**config.mk**
```make
export PLATFORM = sky130hd
export DESIGN_NAME = mips_trace_buffer_flat
export DESIGN_NICKNAME = d
export VERILOG_FILES = /design/src/rtl/mips_trace_buffer_pkg.sv /design/src/rtl/mips_trace_buffer_if.sv /design/src/rtl/mips_trace_buffer_fifo.sv /design/src/rtl/mips_trace_buffer.sv /design/src/flat_wrapper.sv
export SDC_FILE = /design/constraint.sdc
export NUM_CORES = 1
export LEC_CHECK = 0
export ABC_CLOCK_PERIOD_IN_PS = 17250
export BUFFER_PORTS_ARGS = -buffer_cell sky130_fd_sc_hd__buf_2
export CORE_MARGIN = 8
export CORE_UTILIZATION = 35
export DETAILED_ROUTE_END_ITERATION = 10
export SYNTH_ARGS = -nofsm -noshare
export SYNTH_HDL_FRONTEND = slang
export SYNTH_SLANG_ARGS = --single-unit
```
**constraint.sdc**
```tcl
create_clock -name clock -period 17.25 [get_ports clock]
set_input_delay 1.725 -clock clock [delete_from_list [all_inputs] [get_ports clock]]
set_output_delay 1.725 -clock clock [all_outputs]
set_load 0.02 [all_outputs]
```
**src/rtl/mips_trace_buffer_pkg.sv**
```systemverilog
// Shared types and constants for the MIPS retire-stream trace buffer.
// TRACE_TIMESTAMP_EN widens each entry with a 16-bit cycle stamp.
package mips_trace_buffer_pkg;

    typedef enum logic [1:0] {
        ST_IDLE    = 2'b00,
        ST_ARMED   = 2'b01,
        ST_CAPTURE = 2'b10,
        ST_DONE    = 2'b11
    } state_e;

    localparam int TS_W = 16;

    // Stored entry width; the bench and the top both size entries from this.
    function automatic int entry_w(input int aw, input int iw);
`ifdef TRACE_TIMESTAMP_EN
        return aw + iw + TS_W;
`else
        return aw + iw;
`endif
    endfunction

endpackage

```
**src/rtl/mips_trace_buffer_if.sv**
```systemverilog
// Retire-stream input, capture control and FWFT drain port of the trace buffer.
// TRACE_TIMESTAMP_EN adds the rd_ts signal.
interface mips_trace_buffer_if #(
    parameter int AW = 32,
    parameter int IW = 32
);
    import mips_trace_buffer_pkg::*;

    logic          trc_valid;
    logic [AW-1:0] trc_pc;
    logic [IW-1:0] trc_instr;
    logic          arm;
    logic [AW-1:0] trig_pc;
    logic          rd_ready;
    logic          rd_valid;
    logic [AW-1:0] rd_pc;
    logic [IW-1:0] rd_instr;
    logic          full;
    logic          overflow;
    state_e        state;

`ifdef TRACE_TIMESTAMP_EN
    logic [TS_W-1:0] rd_ts;

    modport master (
        output trc_valid, trc_pc, trc_instr, arm, trig_pc, rd_ready,
        input  rd_valid, rd_pc, rd_instr, rd_ts, full, overflow, state
    );
    modport slave (
        input  trc_valid, trc_pc, trc_instr, arm, trig_pc, rd_ready,
        output rd_valid, rd_pc, rd_instr, rd_ts, full, overflow, state
    );
`else
    modport master (
        output trc_valid, trc_pc, trc_instr, arm, trig_pc, rd_ready,
        input  rd_valid, rd_pc, rd_instr, full, overflow, state
    );
    modport slave (
        input  trc_valid, trc_pc, trc_instr, arm, trig_pc, rd_ready,
        output rd_valid, rd_pc, rd_instr, full, overflow, state
    );
`endif

endinterface

```
**src/rtl/mips_trace_buffer_fifo.sv**
```systemverilog
// Synchronous first-word-fall-through FIFO; the head word reads as zero when empty.
// Pointers carry one extra wrap bit so full and empty are distinguishable.
module mips_trace_buffer_fifo #(
    parameter int WIDTH = 64,
    parameter int DEPTH = 16
) (
    input  logic             clk_i,
    input  logic             rst_ni,
    input  logic             push_i,
    input  logic [WIDTH-1:0] wdata_i,
    input  logic             pop_i,
    output logic [WIDTH-1:0] rdata_o,
    output logic             full_o,
    output logic             empty_o
);
    localparam int          PW      = $clog2(DEPTH);
    localparam logic [PW:0] DEPTH_P = (PW + 1)'(DEPTH);

    logic [WIDTH-1:0] mem_q [DEPTH];
    logic [PW:0]      wr_ptr_q, wr_ptr_d, rd_ptr_q, rd_ptr_d, count;
    logic             do_push, do_pop;

    assign count   = wr_ptr_q - rd_ptr_q;
    assign empty_o = (count == '0);
    assign full_o  = (count == DEPTH_P);
    assign do_pop  = pop_i && !empty_o;
    // A pop in the same cycle frees the slot a full FIFO needs.
    assign do_push = push_i && (!full_o || do_pop);

    assign wr_ptr_d = wr_ptr_q + (PW + 1)'(do_push);
    assign rd_ptr_d = rd_ptr_q + (PW + 1)'(do_pop);
    assign rdata_o  = empty_o ? '0 : mem_q[rd_ptr_q[PW-1:0]];

    always_ff @(posedge clk_i) begin
        if (!rst_ni) begin
            wr_ptr_q <= '0;
            rd_ptr_q <= '0;
        end else begin
            wr_ptr_q <= wr_ptr_d;
            rd_ptr_q <= rd_ptr_d;
        end
    end

    always_ff @(posedge clk_i) begin
        if (do_push) mem_q[wr_ptr_q[PW-1:0]] <= wdata_i;
    end

endmodule

```
**src/rtl/mips_trace_buffer.sv**
```systemverilog
// Trace capture for the single-cycle MIPS retire stream: arm, trigger on a PC, buffer CAP_LEN retires.
// Define TRACE_TIMESTAMP_EN to stamp each entry with a free-running 16-bit cycle count (rd_ts).
module mips_trace_buffer
    import mips_trace_buffer_pkg::*;
#(
    parameter int DEPTH   = 16,
    parameter int CAP_LEN = 16,
    parameter int AW      = 32,
    parameter int IW      = 32
) (
    input logic                clock,
    input logic                reset_n,
    mips_trace_buffer_if.slave bus
);
    localparam int          EW    = entry_w(AW, IW);
    localparam logic [15:0] CAP_L = 16'(CAP_LEN);

    state_e        state_q, state_d;
    logic [15:0]   cap_cnt_q, cap_cnt_d;
    logic          ovf_q, ovf_d;
    logic          push, pop, hit;
    logic          fifo_full, fifo_empty;
    logic [EW-1:0] wdata, rdata;

    assign hit = bus.trc_valid && (bus.trc_pc == bus.trig_pc);
    assign pop = bus.rd_ready && !fifo_empty;

    // Dropping arm wins over any same-cycle trigger or push.
    always_comb begin
        state_d   = state_q;
        cap_cnt_d = cap_cnt_q;
        ovf_d     = ovf_q;
        push      = 1'b0;
        unique case (state_q)
            ST_IDLE: begin
                if (bus.arm) begin
                    state_d   = ST_ARMED;
                    cap_cnt_d = '0;
                    ovf_d     = 1'b0;
                end
            end
            ST_ARMED: begin
                if (!bus.arm) begin
                    state_d = ST_IDLE;
                end else if (hit) begin
                    push      = 1'b1;
                    cap_cnt_d = 16'd1;
                    state_d   = (CAP_L == 16'd1) ? ST_DONE : ST_CAPTURE;
                end
            end
            ST_CAPTURE: begin
                if (!bus.arm) begin
                    state_d = ST_IDLE;
                end else if (bus.trc_valid) begin
                    push      = 1'b1;
                    cap_cnt_d = cap_cnt_q + 16'd1;
                    if (cap_cnt_d == CAP_L) state_d = ST_DONE;
                end
            end
            ST_DONE: begin
                if (!bus.arm) state_d = ST_IDLE;
            end
            default: state_d = ST_IDLE;
        endcase
        // Dropped entries still count toward the run length (handled above).
        if (push && fifo_full && !pop) ovf_d = 1'b1;
    end

    always_ff @(posedge clock) begin
        if (!reset_n) begin
            state_q   <= ST_IDLE;
            cap_cnt_q <= '0;
            ovf_q     <= 1'b0;
        end else begin
            state_q   <= state_d;
            cap_cnt_q <= cap_cnt_d;
            ovf_q     <= ovf_d;
        end
    end

`ifdef TRACE_TIMESTAMP_EN
    logic [TS_W-1:0] ts_q;

    always_ff @(posedge clock) begin
        if (!reset_n) ts_q <= '0;
        else          ts_q <= ts_q + TS_W'(1);
    end

    assign wdata     = {ts_q, bus.trc_pc, bus.trc_instr};
    assign bus.rd_ts = rdata[AW+IW +: TS_W];
`else
    assign wdata = {bus.trc_pc, bus.trc_instr};
`endif

    mips_trace_buffer_fifo #(
        .WIDTH (EW),
        .DEPTH (DEPTH)
    ) u_fifo (
        .clk_i   (clock),
        .rst_ni  (reset_n),
        .push_i  (push),
        .wdata_i (wdata),
        .pop_i   (pop),
        .rdata_o (rdata),
        .full_o  (fifo_full),
        .empty_o (fifo_empty)
    );

    assign bus.rd_valid = !fifo_empty;
    assign bus.rd_pc    = rdata[IW +: AW];
    assign bus.rd_instr = rdata[IW-1:0];
    assign bus.full     = fifo_full;
    assign bus.overflow = ovf_q;
    assign bus.state    = state_q;

endmodule

```
**src/flat_wrapper.sv**
```systemverilog
// flat-port wrapper written by rule: the top's interface ports become plain ports
module mips_trace_buffer_flat import mips_trace_buffer_pkg::*;
#(
    parameter int DEPTH   = 16,
    parameter int CAP_LEN = 16,
    parameter int AW      = 32,
    parameter int IW      = 32
)
  (clock, reset_n, bus_trc_valid, bus_trc_pc, bus_trc_instr, bus_arm, bus_trig_pc, bus_rd_ready, bus_rd_valid, bus_rd_pc, bus_rd_instr, bus_full, bus_overflow, bus_state);
  mips_trace_buffer_if #(.AW(AW), .IW(IW)) bus_i ();
  input logic clock;
  input logic reset_n;
  input wire logic [$bits(bus_i.trc_valid)-1:0] bus_trc_valid;
  input wire logic [$bits(bus_i.trc_pc)-1:0] bus_trc_pc;
  input wire logic [$bits(bus_i.trc_instr)-1:0] bus_trc_instr;
  input wire logic [$bits(bus_i.arm)-1:0] bus_arm;
  input wire logic [$bits(bus_i.trig_pc)-1:0] bus_trig_pc;
  input wire logic [$bits(bus_i.rd_ready)-1:0] bus_rd_ready;
  output wire logic [$bits(bus_i.rd_valid)-1:0] bus_rd_valid;
  output wire logic [$bits(bus_i.rd_pc)-1:0] bus_rd_pc;
  output wire logic [$bits(bus_i.rd_instr)-1:0] bus_rd_instr;
  output wire logic [$bits(bus_i.full)-1:0] bus_full;
  output wire logic [$bits(bus_i.overflow)-1:0] bus_overflow;
  output wire logic [$bits(bus_i.state)-1:0] bus_state;
  assign bus_i.trc_valid = bus_trc_valid;
  assign bus_i.trc_pc = bus_trc_pc;
  assign bus_i.trc_instr = bus_trc_instr;
  assign bus_i.arm = bus_arm;
  assign bus_i.trig_pc = bus_trig_pc;
  assign bus_i.rd_ready = bus_rd_ready;
  assign bus_rd_valid = bus_i.rd_valid;
  assign bus_rd_pc = bus_i.rd_pc;
  assign bus_rd_instr = bus_i.rd_instr;
  assign bus_full = bus_i.full;
  assign bus_overflow = bus_i.overflow;
  assign bus_state = bus_i.state;
  mips_trace_buffer #(.DEPTH(DEPTH), .CAP_LEN(CAP_LEN), .AW(AW), .IW(IW)) u_core (.clock(clock), .reset_n(reset_n), .bus(bus_i));
endmodule
```
==> out/metrics.cfg <==
[run_status]
status=completed

[worst_setup_path]
reg2reg_to=u_core.u_fifo.mem_q[0][26]
r2r_start=u_core.u_fifo.rd_ptr_q[0]
cp-start-kind=flop
cp.arrival_ns=5.15
critical_path.max_fanout=54
worstSetupPathType=flop to primary output
crit_path_top_delay_cell=dfxtp_4
critPathRequiredTime_ns=15.52
worstRegToRegCells=9
rrSetupSlack_ns=12.85
crit_family=buffers and inverters
path_buf_inv=3
worst-path-stages=6
path_cells=buf_4, buf_4, mux4_2, mux4_2, nor2b_1, buf_2
cp_slowest_stage_delay_ns=1.10
end_kind=primary output

[hold_path]
hold-path-cell-count=2
worstHoldEndpoint=u_core.bus.overflow
hold_path_class=flop to flop
hp-start=u_core.bus.overflow

[timing]
worst_pin_slew_ns=1.36
drv_slew=0
fmax_mhz=145
min_period_ns=6.88
post-route-period-util_pct=39.9
max_slew_margin_pct=8.92
fin_skew_ns=0.0531
finalSetupViolCount=0
hold_violations=0
fin_hold_ws_ns=0.472
finalSetupTns_ns=0
rsz0062_at_grt=false

[global_route]
met1_usage_pct=20.9
busiest_layer=met2
grt_antenna_before_repair=17
use_met3_pct=3.15
track_usage_pct=15.3
grt_pass1_vias=20743
met2_usage_pct=25.3
grt_pass1_wl_mm=146
grt_max_degree=160
grt_overflow_total=0

[power]
power.density_nw_per_um2=136
p_sw_share_pct=26.9
total_leakage_power_nw=14.6
p_int_mw=4.72
power.share.sequential_pct=44.2
clkPwrFrac_pct=35.1
p_sw_mw=1.73
p_comb_share_pct=20.7
ir_drop_mv=0.113

[routing]
drt_iter0_markers=1797
firstDrtPassIters=7
post_drt_wl_per_cell_um=27.5
dr_total_vias=19563
vias_per_cell=5.33
ant_nets=0
route.detailed.drc=0
wirelength_mm=101

[layout]
syn2layout_area_growth_pct=15.4
fin_nets=2156
drive_above_1_share_pct=34.1

[cts]
cts_setup_buffers=0
clk_latency_ns=0.69
cts_tree=built
cts_resized=0
htree_num_levels=3
cts_root_buffer=clkbuf_16
cts_sinks=1053
clkSlewWorstSetupHoldPaths_ns=0.06
cts_hold_buffers=0
numCtsBuffers=109
cts.path.max_buffers=3

[logic_synthesis]
yosysSeqAreaShare_pct=76.0
synth-async-reset-ratio_pct=0
synth_ff_type=edfxtp_1
ys_warn_count=0
synth_cells=1808
synth_area_um2=41200
syn_nets=1924
yosys_register_bits=1053
synth-edff-count=1024
avgSynthCellArea_um2=22.8
synth_cell_types=55

[floorplan]
ios=170
die_area_um2=129000
fp.dieW_um=359
start_util_pct=35.1
core_area_um2=117000
die_y_um=359
rows=126

[run]
cap_violations=0

[place]
port_buffers=169
hpwl_mm=55.0
routabilityCongestion=0.753

[power groups by stage]
stage | Sequential (mW) | Combinational [mW] | Clock (mW)
global placement | 2.91 | 1.36 | 0
floorplan | 2.86 | 0.983 | 0
CTS | 2.85 | 1.38 | 2.31
global route | 2.86 | 1.44 | 2.41
finish | 2.85 | 1.34 | 2.26
detailed placement | 2.91 | 1.38 | 0
[kinds of logic (layout without fill, tap and decap cells)]
logic type | after synthesis | after routing | share of synthesized area, %
and+or+nand+nor | 193 | 193 | 2.76
DFF | 1053 | 1053 | 76.0
xor gates and xnor gates | 43 | 43 | 0.913
AOI/OAI and AO/OA | 65 | 65 | 1.12
other | 0 | 6 | 0
adders and majority gates | 15 | 15 | 0.455
muxes | 326 | 326 | 17.6
buffers and inverters | 113 | 436 | 1.15
[layout make-up]
type	instances	area [um2]
Antenna cell	6	15.0
Clock buffer	137	2880
Clock inverter	65	589
Fill cell	10238	69900
Inverter	17	66.3
Multi-Input combinational cell	642	9530
Sequential cell	1053	31300
Tap cell	1536	1920
Timing Repair Buffer	217	1220
[worst max path at each step]
stage / startpoint / endpoint / slack [ns]
floorplan: bus_trig_pc[28] / u_core.u_fifo.mem_q[0][0] / 6.94
global placement: u_core.u_fifo.rd_ptr_q[0] / bus_rd_pc[17] / 10.92
detailed placement: u_core.u_fifo.rd_ptr_q[0] / bus_rd_pc[17] / 10.85
CTS: u_core.u_fifo.rd_ptr_q[0] / bus_rd_pc[17] / 10.14
global route: u_core.u_fifo.rd_ptr_q[0] / bus_rd_pc[17] / 9.90
finish: u_core.u_fifo.rd_ptr_q[0] / bus_rd_pc[17] / 10.37
[per-stage QoR]
| step | util (%) | worst slack, ns | total power, mW | std cells | area [um2] |
|---|---|---|---|---|---|
| finish | 40.5 | 10.37 | 6.45 | 3673 | 47600 |
| CTS | 40.5 | 10.14 | 6.55 | 3667 | 47600 |
| global route | 40.5 | 9.90 | 6.70 | 3668 | 47600 |
| detailed placement | 37.5 | 10.85 | 4.29 | 3465 | 44100 |
| global placement | 37.5 | 10.92 | 4.27 | 3465 | 44100 |
| floorplan | - | 6.94 | 3.85 | 1808 | 41200 |
[worst register-to-register path, delay by kind of cell, from the launching register on]
kind                       cells  cell delay, ns
and+or+nand+nor                2            0.42
DFF                            1            1.10
adders and majority gates      1            0.35
buffers and inverters          2            1.16
AOI/OAI and AO/OA              4            0.99
[state kept, by name, summed over array words and instances, names as in the netlist]
signal	flops
u_core.u_fifo.wr_ptr_q	5
u_core.bus.overflow	1
u_core.cap_cnt_q	16
u_core.bus.state	2
u_core.u_fifo.mem_q	1024
u_core.u_fifo.rd_ptr_q	5
[routing by layer]
layer / up-vias / part of all wire, %
met5: - / 0.026
met4: 4 / 1.9
met3: 123 / 6.4
met2: 687 / 49
met1: 10605 / 42
li1: 8144 / -
[synthesized netlist by cell type, types with 2 or more instances]
cell type  instances  area share, %
edfxtp_1        1024             75
mux4_2           320             17
nor2b_1           66            1.0
clkbuf_1          60           0.55
xnor2_1           36           0.76
dfxtp_1           29            1.4
buf_2             27           0.33
o21ai_0           21           0.25
nand2_1           20           0.18
inv_1             17           0.15
ha_1              15           0.46
nor2_1            15           0.14
nand3_1           14           0.17
nor3_1            14           0.17
nand4_1           12           0.18
nor4_1            11           0.17
o211ai_1           9           0.16
a21oi_1            8          0.097
buf_1              7          0.064
nand2b_1           7           0.11
nand3b_1           7           0.13
xor2_1             7           0.15
mux2i_1            6           0.15
a31oi_1            5          0.076
and2_1             5          0.076
and3_1             4          0.061
o311ai_0           4          0.085
or2_2              4          0.061
o41ai_1            3          0.064
buf_6              2          0.055
nand4b_1           2          0.042
nor4_2             2          0.061
o41ai_2            2          0.079
or4_1              2          0.036
[cell usage in the layout (no fill, tap or decap), drive strengths merged, types with 21 or more instances in the layout]
cell type / instances
nor2b: 66
nand2: 21
xnor2: 36
buf: 217
clkinv: 49
o21ai: 23
inv: 21
dfxtp: 29
edfxtp: 1024
clkbuf: 137
mux4: 320
No activity file was read; power rests on OpenSTA's default activity.
